**src/rtl/aes_block_packer.sv**
```systemverilog
// Packs a byte stream into 128-bit AES plaintext blocks with PKCS#7 padding on the final block.
// Byte 0 of each block sits in [127:120]; blocks leave on a valid/ready handshake.
module aes_block_packer #(
  parameter bit PKCS7_FULL_BLOCK = 1'b1
) (
  input  logic         clk,
  input  logic         rst,
  input  logic [7:0]   in_data,
  input  logic         in_valid,
  input  logic         in_last,
  output logic         in_ready,
  output logic [127:0] out_block,
  output logic         out_valid,
  input  logic         out_ready,
  output logic         out_last,
  output logic [4:0]   out_nbytes
);

  typedef enum logic {
    FILL = 1'b0,
    EMIT = 1'b1
  } state_t;

  state_t         r_state, w_state_nx;
  logic           r_run;
  logic [3:0]     r_count, w_count_nx;
  logic [127:0]   r_block, w_block_nx;
  logic [4:0]     r_nbytes, w_nbytes_nx;
  logic           r_last, w_last_nx;
  logic           r_pend, w_pend_nx;

  // NOTE: every signal written here gets a default first, so no path can infer a latch.
  always_comb begin
    w_state_nx  = r_state;
    w_count_nx  = r_count;
    w_block_nx  = r_block;
    w_nbytes_nx = r_nbytes;
    w_last_nx   = r_last;
    w_pend_nx   = r_pend;
    in_ready    = 1'b0;
    out_valid   = 1'b0;

    case (r_state)
      FILL: begin
        in_ready = r_run;
        if (in_valid && r_run) begin
          // Store the byte at index count; on the last byte pad everything after it.
          for (int i = 0; i < 16; i++) begin
            if (4'(i) == r_count)
              w_block_nx[127-8*i -: 8] = in_data;
            else if (in_last && (4'(i) > r_count))
              w_block_nx[127-8*i -: 8] = 8'd15 - {4'd0, r_count};
          end
          w_count_nx = r_count + 4'd1;
          if (in_last || (r_count == 4'd15)) begin
            w_state_nx  = EMIT;
            w_nbytes_nx = {1'b0, r_count} + 5'd1;
            w_pend_nx   = in_last && (r_count == 4'd15) && PKCS7_FULL_BLOCK;
            w_last_nx   = in_last && !(r_count == 4'd15 && PKCS7_FULL_BLOCK);
          end
        end
      end
      EMIT: begin
        out_valid = 1'b1;
        if (out_ready) begin
          if (r_pend) begin
            w_block_nx  = {16{8'h10}};
            w_nbytes_nx = 5'd0;
            w_last_nx   = 1'b1;
            w_pend_nx   = 1'b0;
          end else begin
            w_state_nx = FILL;
            w_count_nx = 4'd0;
          end
        end
      end
      default: w_state_nx = FILL;
    endcase
  end

  // NOTE: sequential state uses non-blocking assignments so all registers update together.
  // NOTE: the block register is reset because out_block must read 0 while rst is high.
  always_ff @(posedge clk or posedge rst) begin
    if (rst) begin
      r_state  <= FILL;
      r_run    <= 1'b0;
      r_count  <= 4'd0;
      r_block  <= '0;
      r_nbytes <= 5'd0;
      r_last   <= 1'b0;
      r_pend   <= 1'b0;
    end else begin
      r_state  <= w_state_nx;
      r_run    <= 1'b1;
      r_count  <= w_count_nx;
      r_block  <= w_block_nx;
      r_nbytes <= w_nbytes_nx;
      r_last   <= w_last_nx;
      r_pend   <= w_pend_nx;
    end
  end

  assign out_block  = r_block;
  assign out_last   = r_last;
  assign out_nbytes = r_nbytes;

endmodule

```
**config.mk**
```make
export PLATFORM = sky130hd
export DESIGN_NAME = aes_block_packer
export DESIGN_NICKNAME = d
export VERILOG_FILES = /design/src/rtl/aes_block_packer.sv
export SDC_FILE = /design/constraint.sdc
export NUM_CORES = 1
export LEC_CHECK = 0
export CORE_MARGIN = 2
export CORE_UTILIZATION = 35
export DETAILED_ROUTE_END_ITERATION = 7
export PLACE_DENSITY_LB_ADDON = 0.15
export REMOVE_ABC_BUFFERS = 1
export SYNTH_ARGS = -nofsm -noshare
export SYNTH_HDL_FRONTEND = slang
export SYNTH_SLANG_ARGS = --single-unit
```
**constraint.sdc**
```tcl
create_clock -name clk -period 6 [get_ports clk]
set_clock_uncertainty 0.1 [all_clocks]
set_input_delay 0.9 -clock clk [delete_from_list [all_inputs] [get_ports clk]]
set_output_delay 0.9 -clock clk [all_outputs]
set_load 0.005 [all_outputs]
```
==> flow_summary.ini <==
[sta]
worst_pin_slew_ps = 1240
setup_viol = 0
hold_violations = 0
grt_setup_unrepaired = false
fin_crit_sh_pct = 57.0
slew_violations = 0
fin_setup_tns_ps = 0
fin_crit_ps = 3420
max_freq_ghz = 0.292
slew-limit-headroom_pct = 16.8

[power]
power_density_mw_per_mm2 = 490
ir_drop_mv = 0.221
p_leak_uw = 0.00377

[critical_path]
crit_fanout = 21
r2r-end = out_block[92]$_DFFE_PP0P_
cp_slowest_stage_delay_ps = 1010
cp-start-kind = flip-flop
slowest_stage = o32ai_1
cp.required_ps = 6160
r2r_slack_ps = 2580
path_cells = buf_4 > inv_1 > ha_1 > and3b_1 > o32ai_1 > nor2b_1 > a21oi_1
r2r_start = r_count[1]$_DFFE_PP0P_
cp.arrival_ps = 3590
path_class = reg -> reg
reg2regPathDepth = 7
end_kind = flip-flop

[clock_network]
worstSkewPairLatency_ps = 430
cts_root_buf = clkbuf_16
cts_tree = done
clk_path_buf_depth = 2
cts_setup_buffers = 0
cts.clk_slew.worst_paths_ps = 60
hold_buffers = 0
h-tree-depth = 4
numCtsBuffers = 17
numClockSinks = 141
post_cts_resized = 0

[yosys]
yosysSeqAreaShare_pct = 51.4
synth_common_cells = dfrtp_1 (141), nand2_1 (67), o21ai_0 (64), o2bb2ai_1 (29), inv_1 (28)
ys_warn_count = 0
syn-cell-area_mm2 = 0.00687
netlist_instances = 646
ys_types = 66
yosysTopAreaCell = dfrtp_1
yosysTopAreaCellShare_pct = 51.4
syn_area_per_cell_um2 = 10.6
synth_edf_count = 0
ys_ff_latch = 141
synthArstFlopShare_pct = 100
ys_top_cells_by_area = dfrtp_1 (51%), o21ai_0 (4.7%), mux2_2 (3.9%)
synthFlopType = dfrtp_1
synth_most_common_cell = dfrtp_1

[routing]
remaining_drc_errors = 0
wl_per_cell_um = 21.0
drt_iter0_drc = 396
routed_via_density = 5.33
vias = 5567
drtPass1Iterations = 5
drt-total-wl_um = 21900
antenna_left = 0

[global_route]
grt_usage_pct = 21.5
grt-ovfl-total = 0
antenna_found_initial = 0
grt_pass1_vias = 5552
grt_max_degree = 107
grt_pass1_wl_um = 33300

[worst_hold_path]
hold_class = reg -> reg
hold_path_end = out_block[2]$_DFFE_PP0P_
hold_path_depth = 2
hp-start = out_block[2]$_DFFE_PP0P_

[job]
maxCapViolCount = 0

[final_layout]
syn_to_final_growth_pct = 31.3
layout-drive-gt1-share_pct = 11.6
final_nets = 784
final_util_pct = 46.7
n_antenna_cell = 0

[floorplanning]
start_util_pct = 35.5
die_area_mm2 = 0.0208
pin_count = 149
core_mm2 = 0.0193
die_w_um = 144
fp-row-count = 51
die_height_um = 144

[placed_design]
numPortBuffers = 148
dp.final_hpwl_um = 14300
gp_congestion = 0.820

[run_status]
status = completed
registers in the layout, summed over array words and instances (netlist names):
name,count
out_block,128
out_nbytes,5
r_count,4
out_last,1
r_pend,1
r_run,1
r_state,1
per-layer routing:
metal  vias up  GRT usage, %  routed length [µm]
met5         -             0                   0
met1      2766          29.8               10200
met2       201          32.6                9830
met3        31          5.66                1450
met4         0          7.84                 452
li1       2569             -                   -
final cells by class:
cell class              count  area, µm²
inverters                  28        110
repair buffers            155       1530
well taps                 265        332
clock inverters             9        135
fillers                  1813      10300
clock buffers              22        484
flip-flops and latches    141       3530
multi-input cells         424       2900
power breakdown:
group          internal (µW)  total, µW  switching [µW]
Sequential              1300       1560             254
Clock                    696       1100             408
Combinational            950       1760             810
Total                   2950       4420            1470
worst max-delay path by stage:
stage	start	cells after the start	to
floorplan	rst	1	out_block[0]$_DFFE_PP0P_
global placement	in_last	5	out_block[92]$_DFFE_PP0P_
detailed placement	in_last	5	out_block[92]$_DFFE_PP0P_
CTS	r_count[1]$_DFFE_PP0P_	7	out_block[92]$_DFFE_PP0P_
global route	r_count[1]$_DFFE_PP0P_	7	out_block[92]$_DFFE_PP0P_
finish	r_count[1]$_DFFE_PP0P_	7	out_block[92]$_DFFE_PP0P_
metrics by stage:
stage	instances	area (µm²)	power, µW	setup WS [ps]	hold slack, ps
floorplan	593	6530	2290	1220	373
global placement	1013	8400	3290	2570	360
detailed placement	1013	8400	3330	2390	367
CTS	1044	9020	4460	2670	381
global route	1044	9020	4680	2410	398
finish	1044	9020	4420	2580	374
placed cells by master (no fill, tap or decap), types with 15 or more instances in the layout:
cell type	Yosys	final
o2bb2ai_1	29	29
dfrtp_1	141	140
inv_1	28	27
mux2_2	24	24
clkdlybuf4s50_1	0	148
nand2_1	67	67
clkbuf_16	0	17
nand3_1	17	17
o21ai_0	64	64
o31ai_1	15	15
a21oi_1	27	27
nor2_1	25	25
kinds of logic after synthesis:
group | after synthesis | synth area share (%)
mux | 43 | 6.90
xor+xnor | 2 | 0.255
other cells | 1 | 0.0546
fa+ha+maj | 4 | 0.729
simple gates | 154 | 11.4
flops | 141 | 51.4
compound gates | 220 | 22.9
buf+inv | 81 | 6.45
critical path: cells and delay by family, from the launching register on:
kind / cells / cell delay (ps)
and+or+nand+nor: 2 / 550
AOI/OAI and AO/OA: 2 / 1070
adders and majority gates: 1 / 360
DFF: 1 / 610
buffers and inverters: 2 / 560
(Power assumes the default switching activity.)
